[config.mk]
export PLATFORM = sky130hd
export DESIGN_NAME = rbg_frame_sequencer_flat
export DESIGN_NICKNAME = d
export VERILOG_FILES = /design/src/rtl/rbg_frame_sequencer_pkg.sv /design/src/rtl/rbg_frame_sequencer_if.sv /design/src/rtl/rbg_frame_sequencer_tick_enable_gen.sv /design/src/rtl/rbg_frame_sequencer.sv /design/src/flat_wrapper.sv
export SDC_FILE = /design/constraint.sdc
export NUM_CORES = 1
export LEC_CHECK = 0
export BUFFER_PORTS_ARGS = -buffer_cell sky130_fd_sc_hd__buf_2
export CAP_MARGIN = 15
export CORE_UTILIZATION = 58
export CTS_BUF_LIST = sky130_fd_sc_hd__clkbuf_2 sky130_fd_sc_hd__clkbuf_4 sky130_fd_sc_hd__clkbuf_8
export DETAILED_ROUTE_END_ITERATION = 12
export GPL_ROUTABILITY_DRIVEN = 0
export PLACE_DENSITY_LB_ADDON = 0.25
export SYNTH_ARGS = -nofsm -noshare
export SYNTH_HDL_FRONTEND = slang
export SYNTH_HIERARCHICAL = 1
export SYNTH_SLANG_ARGS = --single-unit
[constraint.sdc]
create_clock -name i_clk_in -period 1.9 [get_ports i_clk_in]
set_input_delay 0.095 -clock i_clk_in [delete_from_list [all_inputs] [get_ports i_clk_in]]
set_output_delay 0.095 -clock i_clk_in [all_outputs]
set_load 0.005 [all_outputs]
[src/rtl/rbg_frame_sequencer_pkg.sv]
// Shared types and sizing helpers for the RBG frame sequencer.
package rbg_frame_sequencer_pkg;

  typedef enum logic [2:0] {
    ST_IDLE = 3'd0,
    ST_LOAD = 3'd1,
    ST_FILL = 3'd2,
    ST_OUT  = 3'd3,
    ST_GAP  = 3'd4
  } state_t;

  // RS(255,223) style defaults
  localparam int DEF_SYM_WIDTH  = 8;
  localparam int DEF_MSG_LEN    = 223;
  localparam int DEF_TICK_DIV   = 1;
  localparam int DEF_GAP_CYCLES = 4;

  // Width needed to hold 0..max_val; never narrower than one bit so that
  // a zero-length gap still yields a legal counter.
  function automatic int cnt_width(input int max_val);
    if (max_val < 1) return 1;
    return $clog2(max_val + 1);
  endfunction

endpackage

[src/rtl/rbg_frame_sequencer_if.sv]
// Generator control and symbol stream bundle between the sequencer and its
// neighbours (bit generator upstream, RS encoder downstream).
interface rbg_frame_sequencer_if #(
  parameter int SYM_WIDTH = 8
);
  logic                 gen_load;
  logic                 gen_step;
  logic                 gen_bit;
  logic [SYM_WIDTH-1:0] sym_data;
  logic                 sym_valid;
  logic                 sym_ready;
  logic                 sym_sof;
  logic                 sym_eof;

  modport master (
    output gen_load, gen_step, sym_data, sym_valid, sym_sof, sym_eof,
    input  gen_bit, sym_ready
  );

  modport slave (
    input  gen_load, gen_step, sym_data, sym_valid, sym_sof, sym_eof,
    output gen_bit, sym_ready
  );
endinterface

[src/rtl/rbg_frame_sequencer_tick_enable_gen.sv]
// Clock-enable generator: one-cycle tick every TICK_DIV enabled cycles.
// Used instead of a divided clock so the generator stays on clk_in.
module tick_enable_gen
  import rbg_frame_sequencer_pkg::*;
#(
  parameter int TICK_DIV = 1
) (
  input  logic i_clk_in,
  input  logic i_rst,
  input  logic i_clr,
  input  logic i_en,
  output logic o_tick
);
  localparam int             W    = cnt_width(TICK_DIV);
  localparam logic [W-1:0]   LAST = W'(TICK_DIV - 1);

  logic [W-1:0] r_cnt;
  logic         w_at_last;

  assign w_at_last = (r_cnt == LAST);
  assign o_tick    = i_en & w_at_last;

  // Count 0..TICK_DIV-1 while enabled; clear restarts phase at zero.
  always_ff @(posedge i_clk_in) begin
    if (i_rst || i_clr) begin
      r_cnt <= '0;
    end else if (i_en) begin
      r_cnt <= w_at_last ? '0 : r_cnt + W'(1);
    end
  end

endmodule

[src/rtl/rbg_frame_sequencer.sv]
// Sequences the random bit generator into RS message frames: steps it by
// clock enable, packs bits MSB-first into symbols and streams MSG_LEN
// symbols per frame over valid/ready.
//
// state | meaning
// IDLE  | waiting for start
// LOAD  | one cycle, generator reloads its seed
// FILL  | stepping generator, shifting SYM_WIDTH bits into the packer
// OUT   | symbol presented, waiting for sym_ready
// GAP   | idle spacing between back-to-back frames (no reload)
module rbg_frame_sequencer
  import rbg_frame_sequencer_pkg::*;
#(
  parameter int SYM_WIDTH  = DEF_SYM_WIDTH,
  parameter int MSG_LEN    = DEF_MSG_LEN,
  parameter int TICK_DIV   = DEF_TICK_DIV,
  parameter int GAP_CYCLES = DEF_GAP_CYCLES
) (
  input  logic                  i_clk_in,
  input  logic                  i_rst,
  input  logic                  i_start,
  input  logic                  i_stop,
  input  logic                  i_continuous,
  rbg_frame_sequencer_if.master io_bus,
  output logic                  o_busy,
  output logic [15:0]           o_frame_cnt
);
  localparam int BIT_W = cnt_width(SYM_WIDTH);
  localparam int IDX_W = cnt_width(MSG_LEN);
  localparam int GAP_W = cnt_width(GAP_CYCLES);

  localparam logic [BIT_W-1:0] BIT_LAST = BIT_W'(SYM_WIDTH - 1);
  localparam logic [IDX_W-1:0] IDX_LAST = IDX_W'(MSG_LEN - 1);
  // Unreachable when GAP_CYCLES==0 (GAP is skipped), kept in range anyway.
  localparam logic [GAP_W-1:0] GAP_LAST = GAP_W'((GAP_CYCLES > 0) ? GAP_CYCLES - 1 : 0);

  state_t               r_state;
  logic [SYM_WIDTH-1:0] r_shift;
  logic [BIT_W-1:0]     r_bit_cnt;
  logic [IDX_W-1:0]     r_sym_idx;
  logic [GAP_W-1:0]     r_gap_cnt;
  logic                 r_stop_pend;
  logic                 r_gen_load;
  logic                 r_sym_valid;
  logic                 r_sym_sof;
  logic                 r_sym_eof;
  logic [15:0]          r_frame_cnt;

  logic                 w_in_fill;
  logic                 w_tick;

  assign w_in_fill = (r_state == ST_FILL);

  // Tick phase restarts at zero on every entry to FILL.
  tick_enable_gen #(
    .TICK_DIV (TICK_DIV)
  ) u_tick (
    .i_clk_in (i_clk_in),
    .i_rst    (i_rst),
    .i_clr    (~w_in_fill),
    .i_en     (w_in_fill),
    .o_tick   (w_tick)
  );

  // gen_step is a decode of registered state/counter, so it is glitch-free
  // and can only ever be high inside FILL.
  assign io_bus.gen_step  = w_tick;
  assign io_bus.gen_load  = r_gen_load;
  assign io_bus.sym_data  = r_shift;
  assign io_bus.sym_valid = r_sym_valid;
  assign io_bus.sym_sof   = r_sym_sof;
  assign io_bus.sym_eof   = r_sym_eof;
  assign o_busy           = (r_state != ST_IDLE);
  assign o_frame_cnt      = r_frame_cnt;

  // Frame FSM with packer, symbol/gap counters and registered outputs.
  always_ff @(posedge i_clk_in) begin
    if (i_rst) begin
      r_state     <= ST_IDLE;
      r_shift     <= '0;
      r_bit_cnt   <= '0;
      r_sym_idx   <= '0;
      r_gap_cnt   <= '0;
      r_stop_pend <= 1'b0;
      r_gen_load  <= 1'b0;
      r_sym_valid <= 1'b0;
      r_sym_sof   <= 1'b0;
      r_sym_eof   <= 1'b0;
      r_frame_cnt <= '0;
    end else begin
      r_gen_load <= 1'b0;

      // A stop request is remembered until the current frame completes;
      // in IDLE it is ignored so start&stop together still runs.
      if (r_state != ST_IDLE && i_stop) begin
        r_stop_pend <= 1'b1;
      end

      unique case (r_state)
        ST_IDLE: begin
          r_stop_pend <= 1'b0;
          if (i_start) begin
            r_gen_load <= 1'b1;
            r_state    <= ST_LOAD;
          end
        end

        ST_LOAD: begin
          r_sym_idx <= '0;
          r_bit_cnt <= '0;
          r_state   <= ST_FILL;
        end

        ST_FILL: begin
          if (w_tick) begin
            r_shift <= {r_shift[SYM_WIDTH-2:0], io_bus.gen_bit};
            if (r_bit_cnt == BIT_LAST) begin
              r_bit_cnt   <= '0;
              r_sym_valid <= 1'b1;
              r_sym_sof   <= (r_sym_idx == '0);
              r_sym_eof   <= (r_sym_idx == IDX_LAST);
              r_state     <= ST_OUT;
            end else begin
              r_bit_cnt <= r_bit_cnt + BIT_W'(1);
            end
          end
        end

        ST_OUT: begin
          if (io_bus.sym_ready) begin
            r_sym_valid <= 1'b0;
            r_sym_sof   <= 1'b0;
            r_sym_eof   <= 1'b0;
            if (r_sym_idx != IDX_LAST) begin
              r_sym_idx <= r_sym_idx + IDX_W'(1);
              r_state   <= ST_FILL;
            end else begin
              r_frame_cnt <= r_frame_cnt + 16'd1;
              if (r_stop_pend || !i_continuous) begin
                r_stop_pend <= 1'b0;
                r_state     <= ST_IDLE;
              end else if (GAP_CYCLES == 0) begin
                r_sym_idx <= '0;
                r_state   <= ST_FILL;
              end else begin
                r_gap_cnt <= '0;
                r_state   <= ST_GAP;
              end
            end
          end
        end

        ST_GAP: begin
          if (r_gap_cnt == GAP_LAST) begin
            r_gap_cnt <= '0;
            if (r_stop_pend) begin
              r_stop_pend <= 1'b0;
              r_state     <= ST_IDLE;
            end else begin
              r_sym_idx <= '0;
              r_state   <= ST_FILL;
            end
          end else begin
            r_gap_cnt <= r_gap_cnt + GAP_W'(1);
          end
        end

        default: begin
          r_state <= ST_IDLE;
        end
      endcase
    end
  end

endmodule

[src/flat_wrapper.sv]
// flat-port wrapper written by rule: the top's interface ports become plain ports
module rbg_frame_sequencer_flat import rbg_frame_sequencer_pkg::*;
#(
  parameter int SYM_WIDTH  = DEF_SYM_WIDTH,
  parameter int MSG_LEN    = DEF_MSG_LEN,
  parameter int TICK_DIV   = DEF_TICK_DIV,
  parameter int GAP_CYCLES = DEF_GAP_CYCLES
)
  (i_clk_in, i_rst, i_start, i_stop, i_continuous, o_busy, o_frame_cnt, io_bus_gen_load, io_bus_gen_step, io_bus_sym_data, io_bus_sym_valid, io_bus_sym_sof, io_bus_sym_eof, io_bus_gen_bit, io_bus_sym_ready);
  rbg_frame_sequencer_if #(.SYM_WIDTH(SYM_WIDTH)) io_bus_i ();
  input  logic i_clk_in;
  input  logic i_rst;
  input  logic i_start;
  input  logic i_stop;
  input  logic i_continuous;
  output logic o_busy;
  output logic [15:0] o_frame_cnt;
  output wire logic [$bits(io_bus_i.gen_load)-1:0] io_bus_gen_load;
  output wire logic [$bits(io_bus_i.gen_step)-1:0] io_bus_gen_step;
  output wire logic [$bits(io_bus_i.sym_data)-1:0] io_bus_sym_data;
  output wire logic [$bits(io_bus_i.sym_valid)-1:0] io_bus_sym_valid;
  output wire logic [$bits(io_bus_i.sym_sof)-1:0] io_bus_sym_sof;
  output wire logic [$bits(io_bus_i.sym_eof)-1:0] io_bus_sym_eof;
  input wire logic [$bits(io_bus_i.gen_bit)-1:0] io_bus_gen_bit;
  input wire logic [$bits(io_bus_i.sym_ready)-1:0] io_bus_sym_ready;
  assign io_bus_gen_load = io_bus_i.gen_load;
  assign io_bus_gen_step = io_bus_i.gen_step;
  assign io_bus_sym_data = io_bus_i.sym_data;
  assign io_bus_sym_valid = io_bus_i.sym_valid;
  assign io_bus_sym_sof = io_bus_i.sym_sof;
  assign io_bus_sym_eof = io_bus_i.sym_eof;
  assign io_bus_i.gen_bit = io_bus_gen_bit;
  assign io_bus_i.sym_ready = io_bus_sym_ready;
  rbg_frame_sequencer #(.SYM_WIDTH(SYM_WIDTH), .MSG_LEN(MSG_LEN), .TICK_DIV(TICK_DIV), .GAP_CYCLES(GAP_CYCLES)) u_core (.i_clk_in(i_clk_in), .i_rst(i_rst), .i_start(i_start), .i_stop(i_stop), .i_continuous(i_continuous), .io_bus(io_bus_i), .o_busy(o_busy), .o_frame_cnt(o_frame_cnt));
endmodule
==> results of run 1 <==
==> cells by family after synthesis <==
group | Yosys count
AND/OR/NAND/NOR | 129
flip-flops | 47
buffers and inverters | 18
AO/OA/AOI/OAI | 46
multiplexers | 1
XOR/XNOR | 16
adder cells (fa/ha/maj) | 6
==> through the flow <==
step / total power, uW / area [um2] / hold WS [ps] / utilization
final: 1730 / 2620 / 36.1 / 0.711
after global routing: 1790 / 2620 / 39.7 / 0.711
after CTS: 1740 / 2590 / 26.8 / 0.704
after detailed placement: 1150 / 2510 / 358 / 0.679
after global placement: 1150 / 2510 / 336 / 0.679
after floorplan: 1120 / 2250 / 231 / -
==> metal layers <==
| layer | track usage | wire length [um] | vias up |
|---|---|---|---|
| met5 | 0 | 0 | - |
| met2 | 0.411 | 2190 | 61 |
| li1 | - | - | 1016 |
| met4 | 0.0806 | 64 | 0 |
| met1 | 0.295 | 2230 | 965 |
| met3 | 0.0554 | 231 | 7 |
==> report_power, final <==
part	leakage [uW]	internal (uW)	total [uW]	switching, uW
sequential	0.000380	991	1000	9.86
clock	0.0000402	256	597	341
combinational	0.000690	54.7	133	78.2
==> placed cells by master, fill, tap and decap left out, drive strengths merged, types with 3 or more instances in the layout <==
cell type,Yosys,final
and2,4,4
ha,6,6
nand2,35,35
a211oi,3,3
nand3,18,18
o21ai,6,6
nor3,5,5
or3,4,4
a21oi,19,19
clkbuf,6,6
inv,5,5
xor2,14,14
nor2,29,29
nand4,6,6
buf,7,49
and3,6,6
nand2b,3,3
a31oi,3,3
dfxtp,47,47
==> worst paths after layout <==
path                                                  end  slack, ps  cells after the start
worst max-delay path                  u_core/r_sym_idx[4]        110                      7
worst min-delay path            u_core/io_bus.sym_data[0]         40                      3
worst max register to register        u_core/r_sym_idx[4]        110                      7
worst min register to register  u_core/io_bus.sym_data[7]        470                      2
==> area by class of cell <==
class / count / share of cell area
Multi-Input combinational cell: 198 / 0.467
Sequential cell: 47 / 0.360
Timing Repair Buffer: 50 / 0.109
Clock buffer: 5 / 0.0262
Tap cell: 48 / 0.0229
Clock inverter: 3 / 0.00763
Inverter: 5 / 0.00715
==> registers in the layout, summed over array words and instances (netlist names) <==
signal,flops
u_core/r_stop_pend,1
u_core/io_bus.sym_sof,1
u_core/io_bus.sym_data,8
u_core/io_bus.gen_load,1
u_core/o_frame_cnt,16
u_core/io_bus.sym_eof,1
u_core/r_gap_cnt,3
u_core/r_bit_cnt,4
u_core/io_bus.sym_valid,1
u_core/r_sym_idx,8
u_core/r_state,3
==> worst max-delay path, stage by stage (launching register included) <==
cell,delay [ps]
dfxtp_1,370
nor4b_4,400
a2bb2oi_2,120
a21o_2,240
clkbuf_2,160
buf_4,150
o211ai_1,170
nand2_1,60
==> timing repair <==
| item | CTS | global route |
|---|---|---|
| buffers inserted | 0 | 2 |
| endpoints found under the setup margin | 0 | 6 |
| gates resized for setup | 0 | 7 |
==> results_dict.tcl, run 1 <==
set metrics [dict create \
    start_util 0.611 \
    grt_max_degree 35 \
    synthAdderAreaFrac 0.0333 \
    hp-class "in -> reg" \
    synth_cell_type_count 57 \
    ys_ff_latch 47 \
    nNetsFinal 320 \
    fp.dieW_um 64.3 \
    io_buffers 36 \
    final_max_slew_viol_count 0 \
    wl_per_cell_um 13.3 \
    hold_buffers 0 \
    rsz0062_at_grt "false" \
    fmax_mhz 560 \
    grt_pass1_vias 1842 \
    avgViaCountPerCell 5.76 \
    crit_fanout 6 \
    via_count 2049 \
    synth_top_cell_by_area "dfxtp_1" \
    synthMuxAreaShare 0.00444 \
    track_usage 0.241 \
    crit_type "reg -> reg" \
    synth-main-ff-cell "dfxtp_1" \
    multi_input_area_um2 1230 \
    fill_cells 296 \
    synth_common_cells "dfxtp_1 (47), nand2_1 (34), nor2_1 (29)" \
    tightest_slew_ps 436 \
    synth_top_area_share 0.418 \
    syn_to_final_growth_pct 16.4 \
    die_h_um 64.3 \
    htreeDepth 2 \
    hold_viol 0 \
    drive_gt1_frac 0.240 \
    slew_headroom 0.707 \
    synth_area_leaders "dfxtp_1 (42%), nand2_1 (5.7%), xor2_1 (5.4%)" \
    startpoint "u_core/r_state[1]" \
    synth-compound-area-share 0.131 \
    drc 0 \
    boundaryPins 37 \
    syn_avg_cell_area_um2 8.57 \
    clk_pin_slew_ps 90 \
    numCtsBuffers 5 \
    drt-pass1-iter-count 4 \
    netlist_instances 263 \
    setup_tns_ps 0 \
    row_count 22 \
    synthXorXnorAreaFrac 0.0622 \
    syn_nets 276 \
    required_ps 2090 \
    antenna_found_initial 0 \
    yosysMostFrequentCell "dfxtp_1" \
    layout_min_cycle_time_ps 1790 \
    grt_overflow 0 \
    core_area_um2 3690 \
    regArea_um2 943 \
    yosys_warnings 6 \
    cts-root-buf "clkbuf_8" \
    synth_top_family_by_area "simple AND/OR/NAND/NOR gates" \
    synth_seq_area_share 0.418 \
    ant_nets 0 \
    r2r_start "u_core/r_state[1]" \
    synth-async-reset-ratio 0 \
    routed_wl_um 4720 \
    die_area_um2 4140 \
    setup_viol 0 \
    cts_sinks 47 \
    p_leak_uw 0.00111 \
    grt_pass1_wl_um 7930 \
    synthesis.area_um2 2250 \
    worst_slack_ps 114 \
    start_kind "flop" \
    dp_cells 346 \
    antenna_cells 0 \
    synth_edf_count 0 \
    hpwl_um 3330 \
    fin_cells 356 \
    p_per_area_nw_per_um2 660 \
    finalCritPeriodShare 0.940 \
    cts_tree "yes" \
    arrival_ps 1980 \
    synthSimpleGateAreaFrac 0.309 \
    insertion_delay_ps 300 \
    dp_slack_ps 87.6 \
    drt_iter0_drc 93 \
    skew_ps 7.63 \
    setup.worst_path.end_class "flop" \
    ir_drop_mv 0.438 \
    hold_start "io_bus_gen_bit" \
    cap_violations 0 \
    clk_path_buf_depth 2 \
    outcome "finished clean" \
]
Power figures use the tool's default switching activity.
==> run 2: changes to the inputs <==
--- a/config.mk
+++ b/config.mk
@@ -12,6 +12,7 @@
 export DETAILED_ROUTE_END_ITERATION = 12
 export GPL_ROUTABILITY_DRIVEN = 0
 export PLACE_DENSITY_LB_ADDON = 0.25
+export SETUP_SLACK_MARGIN = 0.2
 export SYNTH_ARGS = -nofsm -noshare
 export SYNTH_HDL_FRONTEND = slang
 export SYNTH_HIERARCHICAL = 1
==> run 2 against run 1 <==
Die area stayed put. Core utilization is 3.0 points higher. Critical path type unchanged. Sequential share of layout area is 1.3 points lower. Highest routed layer unchanged. Non-clock buffer count is 5 higher.
==> results_dict.tcl, run 2 (synthesis results as in run 1) <==
set metrics [dict create \
    hold_viol 0 \
    finalCritPeriodShare 0.908 \
    cts-root-buf "clkbuf_8" \
    rrSetupSlack_ps 180 \
    mostFrequentLayoutCell "dfxtp_1" \
    setup_viol 0 \
    final_max_slew_viol_count 0 \
    grt_pass1_wl_um 8230 \
    insertion_delay_ps 300 \
    rsz0062_at_grt "true" \
    crit_path_top_delay_cell "or4b_1" \
    largest_reg_flops 16 \
    nNetsFinal 326 \
    core_area_um2 3690 \
    r2r_start "u_core/r_sym_idx[0]" \
    syn_to_final_growth_pct 21.3 \
    path_cells "inv_2, ha_1, nand4_1, buf_4, o21ai_2, a211oi_2, or4b_1, nand2_1" \
    antenna_found_initial 0 \
    die_area_um2 4140 \
    worst_hold_slack_ps 32.8 \
    skew_ps 6.58 \
    drt-pass1-iter-count 5 \
    ir_drop_mv 0.666 \
    wl_per_cell_um 13.7 \
    final_cell_mix "dfxtp_1 (43), buf_2 (37), nand2_1 (34), nor2_1 (29), a21oi_1 (18)" \
    cap_violations 0 \
    hold_buffers 0 \
    io_buffers 36 \
    ant_nets 0 \
    tightest_slew_ps 453 \
    cts_sinks 47 \
    p_per_area_nw_per_um2 681 \
    row_count 22 \
    fin_cells 361 \
    via_count 2051 \
    clk_path_buf_depth 2 \
    avgViaCountPerCell 5.68 \
    r2r_end "u_core/r_sym_idx[5]" \
    required_ps 2150 \
    slew_headroom 0.694 \
    drive_gt1_frac 0.272 \
    dp_cells 344 \
    p_leak_uw 0.00117 \
    track_usage 0.253 \
    numCtsBuffers 5 \
    grt_overflow 0 \
    htreeDepth 2 \
    min_to "u_core/io_bus.sym_data[0]" \
    fmax_mhz 580 \
    setup.worst_path.end_class "flop" \
    cts_tree "yes" \
    drc 0 \
    setup_tns_ps 0 \
    crit_type "reg -> reg" \
    hp-class "in -> reg" \
    outcome "finished clean" \
    holdPathStages 3 \
    start_util 0.611 \
    max_stage_delay_ps 450 \
    drt_iter0_drc 141 \
    layout_min_cycle_time_ps 1720 \
    hold_start "io_bus_gen_bit" \
    reg2reg_depth 8 \
    fp.dieW_um 64.3 \
    crit_buf_inv 2 \
    grt_pass1_vias 1930 \
    antenna_cells 0 \
    boundaryPins 37 \
    clk_pin_slew_ps 90 \
    grt_max_degree 42 \
    crit_fanout 4 \
    start_kind "flop" \
    critical-path-top-delay-family "simple AND/OR/NAND/NOR gates" \
    arrival_ps 1970 \
    hpwl_um 3350 \
    routed_wl_um 4930 \
    die_h_um 64.3 \
    fill_cells 290 \
]
[run 2: cell count changes in the layout (fill, tap and decap cells not counted), sizes merged]
cell      delta
clkbuf       -1
bufinv       +1
a21o         +1
clkinvlp     -1
clkinv       -1
buf          +6
[run 2: layout make-up]
type,instances,area (um2),area share
Multi-Input combinational cell,199,1270,0.465
Sequential cell,47,946,0.346
Timing Repair Buffer,55,328,0.120
Clock buffer,5,68.8,0.0252
Tap cell,48,60.1,0.0220
Clock inverter,2,37.5,0.0137
Inverter,5,21.3,0.00778
[run 2: metal layers]
layer / track usage / wire length (um) / vias up / part of all wire
met5: 0 / 0 / - / 0
met4: 0.0944 / 51 / 0 / 0.010
met3: 0.0768 / 290 / 6 / 0.059
met2: 0.432 / 2400 / 63 / 0.49
met1: 0.296 / 2200 / 955 / 0.44
li1: - / - / 1027 / -
[run 2: worst max-delay path by stage]
stage / startpoint / slack (ps) / end / cells past startpoint
floorplan: u_core/r_gap_cnt[0] / 190 / u_core/r_sym_idx[7] / 7
global placement: u_core/r_gap_cnt[0] / 90 / u_core/r_sym_idx[4] / 6
detailed placement: u_core/r_gap_cnt[0] / -9 / u_core/r_sym_idx[4] / 6
CTS: u_core/r_gap_cnt[0] / 190 / u_core/r_sym_idx[4] / 6
global route: u_core/r_sym_idx[0] / 50 / u_core/r_sym_idx[5] / 8
finish: u_core/r_sym_idx[0] / 180 / u_core/r_sym_idx[5] / 8
[run 2: tightest hold or removal path, delay by kind of cell]
family,cells,cell delay (ps)
AO/OA/AOI/OAI,1,50
buffers and inverters,1,90
AND/OR/NAND/NOR,1,50
[run 2: power breakdown]
group / internal (uW) / leakage (uW) / switching, uW
clock network: 385 / 0.0000502 / 335
logic: 57.7 / 0.000739 / 80.6
registers: 992 / 0.000381 / 10.2
[run 2: stage by stage]
stage	power [uW]	area (um2)	setup WS [ps]	utilization
floorplan	1120	2260	194	-
finish	1860	2730	175	0.741
detailed placement	1140	2500	-8.99	0.677
CTS	1860	2670	187	0.723
global route	1940	2730	54.1	0.741
global placement	1140	2500	87.8	0.677
[run 2: timing repair]
action | CTS | global route
gates cloned | 1 | 1
pin swaps | 3 | 5
gates resized for setup | 10 | 8
endpoints found under the setup margin | 21 | 20
setup buffers | 4 | 4
